### config.mk
export PLATFORM = sky130hd
export DESIGN_NAME = array_heap_engine_flat
export DESIGN_NICKNAME = d
export VERILOG_FILES = /design/src/rtl/array_heap_engine_if.sv /design/src/rtl/array_heap_engine.sv /design/src/flat_wrapper.sv
export SDC_FILE = /design/constraint.sdc
export NUM_CORES = 1
export LEC_CHECK = 0
export CAP_MARGIN = 40
export CELL_PAD_IN_SITES_DETAIL_PLACEMENT = 0
export CELL_PAD_IN_SITES_GLOBAL_PLACEMENT = 1
export CORE_UTILIZATION = 33
export DETAILED_ROUTE_END_ITERATION = 16
export GPL_ROUTABILITY_DRIVEN = 0
export MAX_ROUTING_LAYER = met4
export PLACE_DENSITY = 0.56
export SLEW_MARGIN = 20
export SYNTH_ARGS = -nofsm -noshare
export SYNTH_HDL_FRONTEND = slang
export SYNTH_SLANG_ARGS = --single-unit
### constraint.sdc
create_clock -name clock -period 5.4 [get_ports clock]
set_input_delay 1.08 -clock clock [delete_from_list [all_inputs] [get_ports clock]]
set_output_delay 1.08 -clock clock [all_outputs]
set_load 0.01 [all_outputs]
### src/rtl/array_heap_engine_if.sv
// Command/response bus for array_heap_engine: valid/ready command channel
// plus a single-cycle response strobe with data and error code.
interface array_heap_engine_if #(
    parameter int MemoryElementWidth = 12
);
    logic                          cmd_valid;
    logic                          cmd_ready;
    logic [2:0]                    cmd_op;
    logic [MemoryElementWidth-1:0] cmd_array;
    logic [MemoryElementWidth-1:0] cmd_index;
    logic [MemoryElementWidth-1:0] cmd_data;
    logic                          rsp_valid;
    logic [MemoryElementWidth-1:0] rsp_data;
    logic [2:0]                    rsp_error;

    modport master (
        output cmd_valid, cmd_op, cmd_array, cmd_index, cmd_data,
        input  cmd_ready, rsp_valid, rsp_data, rsp_error
    );

    modport slave (
        input  cmd_valid, cmd_op, cmd_array, cmd_index, cmd_data,
        output cmd_ready, rsp_valid, rsp_data, rsp_error
    );
endinterface

### src/rtl/array_heap_engine.sv
// Dynamic-array engine: NArrays fixed areas of NArea elements in one heap, IDLE/EXEC/RESP command FSM.
// Optional ARRAY_HEAP_STATS_EN adds stat_peak (in_use high-water) and stat_errors (saturating).
module array_heap_engine #(
    parameter int MemoryElementWidth = 12,
    parameter int NArea              = 8,
    parameter int NArrays            = 4
) (
    input  logic                          clock,
    input  logic                          reset_n,
    array_heap_engine_if.slave            bus,
    output logic [MemoryElementWidth-1:0] in_use
`ifdef ARRAY_HEAP_STATS_EN
    ,
    output logic [MemoryElementWidth-1:0] stat_peak,
    output logic [15:0]                   stat_errors
`endif
);
    localparam int MEW   = MemoryElementWidth;
    localparam int HW    = (NArrays > 1) ? $clog2(NArrays) : 1;
    localparam int CW    = $clog2(NArrays + 1);
    localparam int DEPTH = NArrays * NArea;
    localparam int HAW   = (DEPTH > 1) ? $clog2(DEPTH) : 1;
    localparam int AW    = $clog2(DEPTH) + 1;

    localparam logic [MEW-1:0] NARR_W  = MEW'(NArrays);
    localparam logic [MEW-1:0] NAREA_W = MEW'(NArea);
    localparam logic [CW-1:0]  NARR_C  = CW'(NArrays);
    localparam logic [AW-1:0]  NAREA_A = AW'(NArea);

    typedef enum logic [1:0] {S_IDLE, S_EXEC, S_RESP} state_t;
    typedef enum logic [2:0] {
        OP_ALLOC = 3'd0, OP_FREE = 3'd1, OP_PUSH = 3'd2, OP_POP = 3'd3,
        OP_READ  = 3'd4, OP_WRITE = 3'd5, OP_SIZE = 3'd6, OP_RSVD = 3'd7
    } op_t;
    typedef enum logic [2:0] {
        E_OK = 3'd0, E_OVER = 3'd1, E_UNDER = 3'd2, E_NOFREE = 3'd3,
        E_HANDLE = 3'd4, E_RANGE = 3'd5, E_BADOP = 3'd6
    } err_t;

    state_t          r_state, w_next;
    op_t             r_cmd_op;
    logic [MEW-1:0]  r_cmd_array, r_cmd_index, r_cmd_data;
    logic [MEW-1:0]  r_rsp_data;
    err_t            r_rsp_error;
    logic [MEW-1:0]  r_in_use;
    logic [CW-1:0]   r_allocs, r_free_top;
    logic [HW-1:0]   r_free_stk [NArrays];
    logic [NArrays-1:0] r_alloc_bits;
    logic [MEW-1:0]  r_size [NArrays];
    logic [MEW-1:0]  r_heap [DEPTH];

    logic [HW-1:0]   w_hidx, w_alloc_h;
    logic            w_hok;
    logic [MEW-1:0]  w_size, w_new_size, w_rsp_data, w_rd_data;
    logic [AW-1:0]   w_base, w_rd_addr, w_wr_addr;
    err_t            w_err;

    assign w_hidx    = r_cmd_array[HW-1:0];
    assign w_hok     = (r_cmd_array < NARR_W) && r_alloc_bits[w_hidx];
    assign w_size    = r_size[w_hidx];
    assign w_base    = AW'(w_hidx) * NAREA_A;
    assign w_rd_data = r_heap[HAW'(w_rd_addr)];

    // Addresses only matter once the range checks below have passed.
    always_comb begin
        w_rd_addr = w_base + AW'(r_cmd_index);
        w_wr_addr = w_base + AW'(w_size);
        if (r_cmd_op == OP_POP && w_size != '0)
            w_rd_addr = w_base + AW'(w_size - 1'b1);
        if (r_cmd_op == OP_WRITE)
            w_wr_addr = w_base + AW'(r_cmd_index);
    end

    always_comb begin
        w_err      = E_OK;
        w_rsp_data = '0;
        w_alloc_h  = '0;
        w_new_size = w_size;
        if (r_cmd_op == OP_RSVD) begin
            w_err = E_BADOP;
        end else if (r_cmd_op == OP_ALLOC) begin
            w_new_size = '0;
            if (r_free_top != '0)
                w_alloc_h = r_free_stk[HW'(r_free_top - 1'b1)];
            else if (r_allocs < NARR_C)
                w_alloc_h = HW'(r_allocs);
            else
                w_err = E_NOFREE;
            w_rsp_data = MEW'(w_alloc_h);
        end else if (!w_hok) begin
            w_err = E_HANDLE;
        end else begin
            case (r_cmd_op)
                OP_PUSH: begin
                    if (w_size == NAREA_W) w_err = E_OVER;
                    else begin
                        w_new_size = w_size + 1'b1;
                        w_rsp_data = w_new_size;
                    end
                end
                OP_POP: begin
                    if (w_size == '0) w_err = E_UNDER;
                    else begin
                        w_new_size = w_size - 1'b1;
                        w_rsp_data = w_rd_data;
                    end
                end
                OP_READ: begin
                    if (r_cmd_index >= w_size) w_err = E_RANGE;
                    else w_rsp_data = w_rd_data;
                end
                OP_WRITE: begin
                    if (r_cmd_index >= NAREA_W) w_err = E_RANGE;
                    else begin
                        if (r_cmd_index >= w_size) w_new_size = r_cmd_index + 1'b1;
                        w_rsp_data = w_new_size;
                    end
                end
                OP_SIZE: w_rsp_data = w_size;
                default: w_rsp_data = '0;
            endcase
        end
        if (w_err != E_OK) w_rsp_data = '0;
    end

    always_ff @(posedge clock or negedge reset_n) begin
        if (!reset_n) r_state <= S_IDLE;
        else          r_state <= w_next;
    end

    always_comb begin
        w_next = r_state;
        case (r_state)
            S_IDLE:  if (bus.cmd_valid) w_next = S_EXEC;
            S_EXEC:  w_next = S_RESP;
            S_RESP:  w_next = S_IDLE;
            default: w_next = S_IDLE;
        endcase
    end

    always_comb begin
        bus.cmd_ready = (r_state == S_IDLE);
        bus.rsp_valid = (r_state == S_RESP);
        bus.rsp_data  = r_rsp_data;
        bus.rsp_error = r_rsp_error;
        in_use        = r_in_use;
    end

    always_ff @(posedge clock or negedge reset_n) begin
        if (!reset_n) begin
            r_cmd_op     <= OP_ALLOC;
            r_cmd_array  <= '0;
            r_cmd_index  <= '0;
            r_cmd_data   <= '0;
            r_rsp_data   <= '0;
            r_rsp_error  <= E_OK;
            r_in_use     <= '0;
            r_allocs     <= '0;
            r_free_top   <= '0;
            r_alloc_bits <= '0;
            for (int unsigned i = 0; i < NArrays; i++) begin
                r_size[i]     <= '0;
                r_free_stk[i] <= '0;
            end
        end else if (r_state == S_IDLE) begin
            if (bus.cmd_valid) begin
                r_cmd_op    <= op_t'(bus.cmd_op);
                r_cmd_array <= bus.cmd_array;
                r_cmd_index <= bus.cmd_index;
                r_cmd_data  <= bus.cmd_data;
            end
        end else if (r_state == S_EXEC) begin
            r_rsp_data  <= w_rsp_data;
            r_rsp_error <= w_err;
            if (w_err == E_OK) begin
                case (r_cmd_op)
                    OP_ALLOC: begin
                        if (r_free_top != '0) r_free_top <= r_free_top - 1'b1;
                        else                  r_allocs   <= r_allocs + 1'b1;
                        r_alloc_bits[w_alloc_h] <= 1'b1;
                        r_size[w_alloc_h]       <= '0;
                        r_in_use                <= r_in_use + 1'b1;
                    end
                    OP_FREE: begin
                        r_alloc_bits[w_hidx]          <= 1'b0;
                        r_free_stk[HW'(r_free_top)]   <= w_hidx;
                        r_free_top                    <= r_free_top + 1'b1;
                        r_in_use                      <= r_in_use - 1'b1;
                    end
                    OP_PUSH, OP_POP, OP_WRITE: r_size[w_hidx] <= w_new_size;
                    default: ;
                endcase
            end
        end
    end

    // Heap storage is deliberately left out of reset.
    always_ff @(posedge clock) begin
        if (r_state == S_EXEC && w_err == E_OK &&
            (r_cmd_op == OP_PUSH || r_cmd_op == OP_WRITE))
            r_heap[HAW'(w_wr_addr)] <= r_cmd_data;
    end

`ifdef ARRAY_HEAP_STATS_EN
    logic [MEW-1:0] r_stat_peak;
    logic [15:0]    r_stat_errors;

    always_ff @(posedge clock or negedge reset_n) begin
        if (!reset_n) begin
            r_stat_peak   <= '0;
            r_stat_errors <= '0;
        end else if (r_state == S_RESP) begin
            if (r_in_use > r_stat_peak) r_stat_peak <= r_in_use;
            if (r_rsp_error != E_OK && r_stat_errors != '1)
                r_stat_errors <= r_stat_errors + 1'b1;
        end
    end

    assign stat_peak   = r_stat_peak;
    assign stat_errors = r_stat_errors;
`endif
endmodule

### src/flat_wrapper.sv
// flat-port wrapper written by rule: the top's interface ports become plain ports
module array_heap_engine_flat 
#(
    parameter int MemoryElementWidth = 12,
    parameter int NArea              = 8,
    parameter int NArrays            = 4
)
  (clock, reset_n, in_use, bus_cmd_valid, bus_cmd_op, bus_cmd_array, bus_cmd_index, bus_cmd_data, bus_cmd_ready, bus_rsp_valid, bus_rsp_data, bus_rsp_error);
  array_heap_engine_if #(.MemoryElementWidth(MemoryElementWidth)) bus_i ();
  input  logic clock;
  input  logic reset_n;
  output logic [MemoryElementWidth-1:0] in_use;
  input wire logic [$bits(bus_i.cmd_valid)-1:0] bus_cmd_valid;
  input wire logic [$bits(bus_i.cmd_op)-1:0] bus_cmd_op;
  input wire logic [$bits(bus_i.cmd_array)-1:0] bus_cmd_array;
  input wire logic [$bits(bus_i.cmd_index)-1:0] bus_cmd_index;
  input wire logic [$bits(bus_i.cmd_data)-1:0] bus_cmd_data;
  output wire logic [$bits(bus_i.cmd_ready)-1:0] bus_cmd_ready;
  output wire logic [$bits(bus_i.rsp_valid)-1:0] bus_rsp_valid;
  output wire logic [$bits(bus_i.rsp_data)-1:0] bus_rsp_data;
  output wire logic [$bits(bus_i.rsp_error)-1:0] bus_rsp_error;
  assign bus_i.cmd_valid = bus_cmd_valid;
  assign bus_i.cmd_op = bus_cmd_op;
  assign bus_i.cmd_array = bus_cmd_array;
  assign bus_i.cmd_index = bus_cmd_index;
  assign bus_i.cmd_data = bus_cmd_data;
  assign bus_cmd_ready = bus_i.cmd_ready;
  assign bus_rsp_valid = bus_i.rsp_valid;
  assign bus_rsp_data = bus_i.rsp_data;
  assign bus_rsp_error = bus_i.rsp_error;
  array_heap_engine #(.MemoryElementWidth(MemoryElementWidth), .NArea(NArea), .NArrays(NArrays)) u_core (.clock(clock), .reset_n(reset_n), .bus(bus_i), .in_use(in_use));
endmodule
-- Word-level counts from Yosys, hierarchy flattened
Memories as Yosys holds them, arrays and structs flattened.
Cells that the tools add are included.
- register bits: 134
- bits in writable memories: 384
- input bits: 42
- output and inout port bits: 29
- word-level logic and storage cells: 158
- memories: 1
- add/subtract/negate cells: 11
- $lt $le $gt $ge: 15
- eq/ne operators: 12
- mux-type cells: 62
- bitwise operators: 11
- reduce and logical (&&, ||, !) cells: 27
- memory list (memory ; words ; width ; read ports ; clocked after memory_dff ; wr ports ; line ; text):
    u_core.r_heap ; 32 ; 12 ; 1 ; 0 ; 1 ; array_heap_engine.sv:50 ; logic [MEW-1:0] r_heap [DEPTH];
- operators with widths (operator ; count):
    2-to-1 mux 12 bit ; 19
    case mux 48 bit (2 select lines) ; 1
    case mux 12 bit (5 select lines) ; 1
    AND 48 bit ; 1
    bitwise mux 48 bit ; 1
    demux 12 bit (select 2 bit) ; 2
    NOT 48 bit ; 1
    adder 12 x 1 -> 12 bit (second input constant) ; 3
    case mux 12 bit (3 select lines) ; 1
    binary-select mux 12 bit (select 2 bit) ; 1
    case mux 12 bit (2 select lines) ; 1
    subtractor 12 x 1 -> 12 bit (second input constant) ; 2
    2-to-1 mux 3 bit ; 7
    2-to-1 mux 2 bit ; 10
    adder 5 bit ; 3
    equality test 12 x 4 -> 1 bit (second input constant) ; 1
    equality test 3 bit (second input constant) ; 4
    >= comparator 12 bit ; 1
    >= comparator 12 x 4 -> 1 bit (second input constant) ; 1
    >= comparator 3 bit (second input constant) ; 4
    logical NOT 12 bit ; 1
    < comparator 12 x 3 -> 1 bit (second input constant) ; 1
    NOT 2 -> 3 bit ; 4
    case mux 3 bit (4 select lines) ; 1
    36 further kinds ; 66

-- Logic depth before layout (Yosys ltp)
Gate-level depths: netlist of the first run.
- depth after elaboration: 16
- depth in mapped cells: 19
- gate-level depth less buffers: 14

-- Least setup slack after synthesis of the first run
No wires, ideal clock.
- path type: reg2reg
- from: register u_core.r_cmd_array[0]
- to: memory u_core.r_heap[16][0] (netlist bit), enable pin
- library setup time: 0.380 ns
- data arrival time: 4.454 ns
- required time: 5.020 ns
- path slack: 0.566 ns
- cell stages (with the launch flop): 18
- buffers on the path: 5
- path through: dfrtp_1 > buf_6 > buf_6 > mux4_2 > clkbuf_1 > inv_1 > ha_1 > a211oi_1 > nand2_1 > nor4bb_1 > o21ai_0 > a31oi_1 > o211ai_1 > a211oi_1 > clkbuf_1 > clkbuf_1 > nand4_1 > nor2_1
- word-level cells in the longest chain between the ends: 15
- RTL lines (item ; line ; text):
    start: declaration ; array_heap_engine.sv:42 ; logic [MEW-1:0] r_cmd_array, r_cmd_index, r_cmd_data;
    start signal: assignment ; array_heap_engine.sv:168 ; r_cmd_array <= bus.cmd_array;
    NOT 2 -> 3 bit (implied by the code) ; array_heap_engine.sv:60 ; assign w_size = r_size[w_hidx];
    binary-select mux 12 bit (select 2 bit) ; array_heap_engine.sv:60 ;
    2-to-1 mux 12 bit (implied by the code) (2 in series) ; array_heap_engine.sv:60 ;
    >= comparator 12 bit, or another cell as far along ; array_heap_engine.sv:109 ; if (r_cmd_index >= w_size) w_err = E_RANGE;
    2-to-1 mux 3 bit, or another cell as far along ; array_heap_engine.sv:109 ;
    case mux 3 bit (4 select lines) ; array_heap_engine.sv:93 ; case (r_cmd_op)
    2-to-1 mux 3 bit ; array_heap_engine.sv:90 ; end else if (!w_hok) begin
    2-to-1 mux 3 bit ; array_heap_engine.sv:81 ; end else if (r_cmd_op == OP_ALLOC) begin
    2-to-1 mux 3 bit ; array_heap_engine.sv:79 ; if (r_cmd_op == OP_RSVD) begin
    logical NOT 3 bit ; array_heap_engine.sv:199 ; if (r_state == S_EXEC && w_err == E_OK &&
    logical AND 1 bit (2 in series) ; array_heap_engine.sv:199 ;
    2-to-1 mux 1 bit ; array_heap_engine.sv:199 ;
    2-to-1 mux 1 bit (implied by the code) ; array_heap_engine.sv:201 ; r_heap[HAW'(w_wr_addr)] <= r_cmd_data;
    end: declaration ; array_heap_engine.sv:50 ;
Parallel ways exist; a longest one is shown, timed or not. The select of a mux whose other input is x is not followed.

-- Worst setup path after layout of the first run
- from: register u_core.r_cmd_array[1]
- to: memory u_core.r_heap[7][10] (netlist bit), enable pin
The elaborated chain is that of the path after synthesis.

==> reports/qor.yml, run 1 <==
setup_path:
  setup.worst_path.start_class: "register"
  crit_path_frequent_cell: "buf_4"
  end_kind: "register"
  cp_slowest_stage_delay_ns: 0.82
  rr_worst_depth: 15
  path_cells: "mux4_2 -> inv_1 -> ha_1 -> a211oi_1 -> nand2_1 -> nor4bb_1 -> o21ai_0 -> a31oi_1 -> o211ai_1 -> a211oi_2 -> nor2b_1 -> buf_4 -> nand3b_1 -> nor2_1 -> buf_4"
  r2r-end: "u_core.r_heap[7][10]$_DFFE_PP_"
  crit_fanout: 16
  crit_arrival_ns: 5.35
  r2r_start: "u_core.r_cmd_array[1]$_DFFE_PN0P_"
  critPathSlowestCell: "dfrtp_1"
  rrSetupSlack_ns: 0.39
  required_ns: 5.74
  cp.buffers_inverters: 3
  setup.worst_path.class: "register to register"
  crit_family: "compound AO/OA/AOI/OAI gates"
finish:
  multiInputGateArea_um2: 7790
  nNetsFinal: 2091
  final-instance-count-excl-fill: 2987
  syn2layout_area_growth_pct: 19.3
  antenna_cells: 0
  fillers: 6675
  seqCellArea_um2: 14900
  drive_gt1_share_pct: 15.4
timing:
  finClkSkew_ns: 0.0480
  final_hold_viol_count: 0
  setup_slack_ns: 0.387
  period_share_pct: 92.8
  fin_setup_tns_ns: 0
  worst_pin_slew_ns: 0.840
  rsz0062_at_grt: "no"
  setup_viol_count_final: 0
  final_max_slew_viol_count: 0
  timing.fmax_mhz: 199
  slew-limit-headroom_pct: 43.3
  min_period_ns: 5.01
synth:
  ys.flop_type: "edfxtp_1"
  yosysSeqAreaShare_pct: 64.0
  synthesis.nets: 1941
  synth.mux.area_fraction_pct: 9.32
  synth-simple-area-share_pct: 11.2
  synth-seq-cells: 518
  ys_top_cells_by_area: "edfxtp_1 50%, dfrtp_1 14%, nand2_1 5.3%"
  synth_top_area_share_pct: 49.6
  async_reset_ff_share_pct: 25.9
  ys_warn_count: 0
  synth-adder-area-share_pct: 2.13
  synth-xor-area-share_pct: 0.791
  synthTopCellsByCount: "384 x edfxtp_1, 328 x nand2_1, 134 x dfrtp_1"
  synth-edff-count: 384
  synth_area_um2: 23200
  synth_compound_area_share_pct: 9.82
  ys_types: 71
  yosysMostFrequentCell: "edfxtp_1"
  synthCells: 1860
  synth_top_family_by_area: "simple AND/OR/NAND/NOR gates"
  syn_avg_cell_area_um2: 12.5
  synth.largest_area_cell: "edfxtp_1"
global_route:
  grt_pass1_vias: 15900
  grt_max_degree: 67
  antenna_found_initial: 0
  grt_first_pass_wirelength_um: 109000
  grt_overflow_total: 0
  grt_usage_pct: 21.4
flow_run:
  maxCapViolations: 0
clock_tree:
  path_clk_slew_ns: 0.06
  post-cts-setup-buffers: 0
  clock_sinks: 518
  cts_tree: "done"
  numCtsBuffers: 56
  cts-resized-gates: 0
  clk_path_buf_depth: 3
  hold_buffers: 0
  insertion_delay_ns: 0.65
  cts_root_buf: "clkbuf_16"
  htreeDepth: 2
place:
  io_buffers: 70
  place_inst: 2881
  dpl_worst_slack_ns: 0.459
  hpwl_um: 50100
floorplanning:
  die_area_um2: 71500
  io_pins: 71
  design.core.area_um2: 69200
  start_util_pct: 33.6
  rows: 96
  die_w_um: 267
  die_h_um: 267
status:
  outcome: "complete, no violations"
power:
  pwr-share-seq_pct: 40.3
  p_int_uw: 8240
  ir_worst_vdd_v: 0.000253
  p_clk_share_pct: 32.1
  power.density_nw_per_um2: 447
  combPwrFrac_pct: 27.6
  switching_share_pct: 33.5
  cellLeakagePower_uw: 0.0102
  p_switching_uw: 4150
routing:
  drc_errors: 0
  routed_via_density: 5.31
  drt-initial-drc-count: 1437
  post_drt_wl_per_cell_um: 24.7
  antenna_left: 0
  vias: 15900
  wl_um: 73800
  first_pass_iters: 5
hold_path:
  hp-class: "input port to async pin"
per-stage QoR:
stage                     hold WS, ns  utilization [%]  power (µW)  instance area [µm²]
after floorplan                 0.437                -        6910                23200
after global placement          0.457             37.1        8440                25700
after detailed placement        0.460             37.3        8500                25800
after CTS                       0.302             40.0       12500                27700
after global routing            0.324             40.1       12900                27700
final                           0.332             40.1       12400                27700
state kept, by name (all words and copies together), names as in the netlist:
| register | cells |
|---|---|
| u_core.r_alloc_bits | 4 |
| u_core.r_size | 48 |
| u_core.r_free_top | 3 |
| u_core.r_allocs | 3 |
| u_core.r_state | 2 |
| u_core.r_cmd_index | 12 |
| u_core.r_heap | 384 |
| u_core.r_cmd_array | 12 |
| u_core.bus.rsp_data | 12 |
| u_core.r_cmd_op | 3 |
| u_core.bus.rsp_error | 3 |
| u_core.r_free_stk | 8 |
| u_core.r_cmd_data | 12 |
| u_core.in_use | 12 |
kinds of logic after synthesis:
logic type	Yosys count
and+or+nand+nor	580
adders and majority gates	39
xor gates and xnor gates	21
DFF	518
buffers and inverters	144
AOI/OAI and AO/OA	367
muxes	191
cells in the final DEF, fill, tap and decap left out, drive strengths merged, types with 6 or more instances in the layout:
master,synthesis,layout
buf,48,128
o31ai,13,13
o21ai,123,123
or4,14,14
a21boi,7,7
a31oi,12,12
a311oi,8,8
or3,11,11
o221ai,8,8
a221oi,6,6
ha,38,38
mux2,54,54
nor2,72,72
mux2i,122,122
clkinv,3,30
clkbuf,57,69
mux4,15,15
nand2,329,329
a211oi,9,9
and3,24,24
o211ai,6,6
xnor2,16,16
dfrtp,134,134
nand4,19,19
a21oi,92,92
nor4,14,14
edfxtp,384,384
inv,36,37
nor3,20,20
nor2b,8,8
o22ai,24,24
o41ai,9,9
a21o,10,10
nand3,49,49
clkdlybuf4s50,0,69
power groups by stage:
stage | Sequential (µW) | Clock [µW] | Combinational, µW
finish | 5000 | 3970 | 3420
floorplan | 4960 | 0 | 1940
detailed placement | 5130 | 0 | 3370
CTS | 5050 | 4060 | 3380
global placement | 5160 | 0 | 3280
global route | 5030 | 4200 | 3690
worst max path at each step:
stage,from,endpoint,cells past startpoint
2_1_floorplan,u_core.r_cmd_array[0]$_DFFE_PN0P_,u_core.r_heap[16][0]$_DFFE_PP_,17
3_3_place_gp,u_core.r_cmd_array[1]$_DFFE_PN0P_,u_core.bus.rsp_data[3]$_DFFE_PN0P_,13
3_5_place_dp,u_core.r_cmd_array[1]$_DFFE_PN0P_,u_core.bus.rsp_data[7]$_DFFE_PN0P_,13
4_1_cts,u_core.r_cmd_array[1]$_DFFE_PN0P_,u_core.bus.rsp_data[7]$_DFFE_PN0P_,13
5_1_grt,u_core.r_cmd_array[1]$_DFFE_PN0P_,u_core.r_heap[4][5]$_DFFE_PP_,15
6_report,u_core.r_cmd_array[1]$_DFFE_PN0P_,u_core.r_heap[7][10]$_DFFE_PP_,15
final cells by class:
type / instances / area share (%)
Sequential cell: 518 / 53.7
Multi-Input combinational cell: 1198 / 28.1
Timing Repair Buffer: 197 / 6.56
Clock buffer: 69 / 5.63
Tap cell: 931 / 4.20
Clock inverter: 35 / 1.28
Inverter: 39 / 0.528
per-layer routing:
layer / track usage (%) / share of wire [%]
met3: 2.77 / 4.4
met2: 34.9 / 49
met5: - / 0
met4: 5.70 / 2.2
met1: 28.1 / 45
Power figures use the tool's default switching activity.
==> run 2: changes to the inputs <==
- MAX_ROUTING_LAYER: met4 -> unset
==> reports/qor.yml, run 2 (same netlist as run 1, synthesis figures left out) <==
finish:
  antenna_cells: 0
  layout_commonest_cell: "edfxtp_1"
  layout_common_cells: "384 x edfxtp_1, 327 x nand2_1, 126 x dfrtp_1, 123 x o21ai_0, 121 x mux2i_1"
  drive_gt1_share_pct: 15.4
  final-instance-count-excl-fill: 2987
  largest_register_ffs: 384
  syn2layout_area_growth_pct: 19.3
  fin_area_um2: 27700
  nNetsFinal: 2091
  reg.largest.list: "u_core.r_heap: 384 flops, u_core.r_size: 48 flops"
  regMostFlops: "u_core.r_heap"
timing:
  setup_viol_count_final: 0
  final_max_slew_viol_count: 0
  final_hold_viol_count: 0
  rsz0062_at_grt: "no"
  slew-limit-headroom_pct: 44.7
  min_period_ns: 5.01
  setup_slack_ns: 0.391
  period_share_pct: 92.8
  worst_pin_slew_ns: 0.830
  finClkSkew_ns: 0.0455
  timing.fmax_mhz: 200
  fin_setup_tns_ns: 0
power:
  switching_share_pct: 33.5
  p_clk_share_pct: 32.0
  cellLeakagePower_uw: 0.0102
  p_switching_uw: 4140
  ir_worst_vdd_v: 0.000249
  combPwrFrac_pct: 27.6
  p_int_uw: 8240
  pwr-share-seq_pct: 40.3
  power.density_nw_per_um2: 446
routing:
  post_drt_wl_per_cell_um: 24.7
  drc_errors: 0
  drt-initial-drc-count: 1312
  antenna_left: 0
  vias: 15900
  routed_via_density: 5.31
  wl_um: 73700
  first_pass_iters: 5
clock_tree:
  numCtsBuffers: 56
  htreeDepth: 2
  path_clk_slew_ns: 0.06
  post-cts-setup-buffers: 0
  hold_buffers: 0
  clock_sinks: 518
  cts-resized-gates: 0
  cts_root_buf: "clkbuf_16"
  cts_tree: "done"
  clk_path_buf_depth: 3
  insertion_delay_ns: 0.64
setup_path:
  setup.worst_path.start_class: "register"
  crit_arrival_ns: 5.34
  path_cells: "mux4_2 -> clkinv_1 -> ha_1 -> and3_1 -> nand2_1 -> nor4bb_1 -> o21ai_0 -> a31oi_1 -> o211ai_1 -> a211oi_2 -> nor2b_1 -> buf_4 -> nand3b_1 -> nor2_1 -> buf_4"
  required_ns: 5.73
  crit_fanout: 16
  setup.worst_path.class: "register to register"
  end_kind: "register"
  critPathSlowestCell: "dfrtp_1"
  crit_path_frequent_cell: "buf_4"
  cp_slowest_stage_delay_ns: 0.82
flow_run:
  maxCapViolations: 0
global_route:
  grt_pass1_vias: 16000
  antenna_found_initial: 0
  grt_overflow_total: 0
  grt_first_pass_wirelength_um: 109000
  grt_max_degree: 67
  grt_usage_pct: 20.8
place:
  io_buffers: 70
  placed_cell_area_um2: 25800
  place_inst: 2881
  hpwl_um: 50100
  dpl_worst_slack_ns: 0.459
status:
  outcome: "complete, no violations"
hold_path:
  hp-class: "input port to async pin"
floorplanning:
  start_util_pct: 33.6
  design.core.area_um2: 69200
  die_area_um2: 71500
  io_pins: 71
  rows: 96
  die_h_um: 267
  die_w_um: 267
-- run 2: cell counts in the layout (fill, tap and decap cells not counted) --
Identical to the previous run, type by type.
-- run 2: final timing paths --
check	end	slack, ns	cells after the start	from
min in group clock	u_core.r_free_top[2]$_DFFE_PN0P_	0.46	1	u_core.r_free_top[2]$_DFFE_PN0P_
hold / removal	u_core.bus.rsp_data[2]$_DFFE_PN0P_	0.34	1	reset_n
hold reg to reg	u_core.r_free_top[2]$_DFFE_PN0P_	0.46	1	u_core.r_free_top[2]$_DFFE_PN0P_
max in group asynchronous	u_core.r_cmd_data[9]$_DFFE_PN0P_	4.09	2	reset_n
setup / recovery	u_core.r_heap[7][10]$_DFFE_PP_	0.39	15	u_core.r_cmd_array[1]$_DFFE_PN0P_
setup reg to reg	u_core.r_heap[7][10]$_DFFE_PP_	0.39	15	u_core.r_cmd_array[1]$_DFFE_PN0P_
-- run 2: cell type report --
type                       count  area, µm²
inverter                      39        146
timing repair buffer         197       1820
clock inverter                35        355
fill                        6675      41400
tap                          931       1160
sequential                   518      14900
clock buffer                  69       1560
multi-input combinational   1198       7790
-- run 2: worst max-delay path, delay by kind of cell, from the launching register on --
| kind | cells | cell delay (ns) |
|---|---|---|
| AOI/OAI and AO/OA | 4 | 1.09 |
| DFF | 1 | 0.82 |
| buffers and inverters | 3 | 0.65 |
| muxes | 1 | 0.41 |
| and+or+nand+nor | 6 | 1.37 |
| adders and majority gates | 1 | 0.37 |
-- run 2: per-layer routing --
| metal | wire [µm] | vias to the layer above | track usage [%] | share of wire (%) |
|---|---|---|---|---|
| met5 | 0 | - | 0 | 0 |
| met4 | 1740 | 0 | 5.96 | 2.4 |
| met3 | 3530 | 97 | 2.91 | 4.8 |
| met2 | 35700 | 434 | 34.8 | 48 |
| met1 | 32700 | 8076 | 27.9 | 44 |
| li1 | - | 7250 | - | - |
-- run 2: power groups by stage --
stage | Combinational, µW | Clock, µW | Sequential, µW
6_report | 3420 | 3970 | 4990
5_1_grt | 3690 | 4200 | 5030
4_1_cts | 3380 | 4060 | 5050
3_5_place_dp | 3370 | 0 | 5130
3_3_place_gp | 3280 | 0 | 5160
2_1_floorplan | 1940 | 0 | 4960
-- run 2: stage by stage --
step / hold WS (ns) / util [%] / power, µW
final: 0.336 / 40.1 / 12400
after detailed placement: 0.460 / 37.3 / 8500
after floorplan: 0.437 / - / 6910
after global placement: 0.457 / 37.1 / 8440
after CTS: 0.302 / 40.0 / 12500
after global routing: 0.324 / 40.1 / 12900
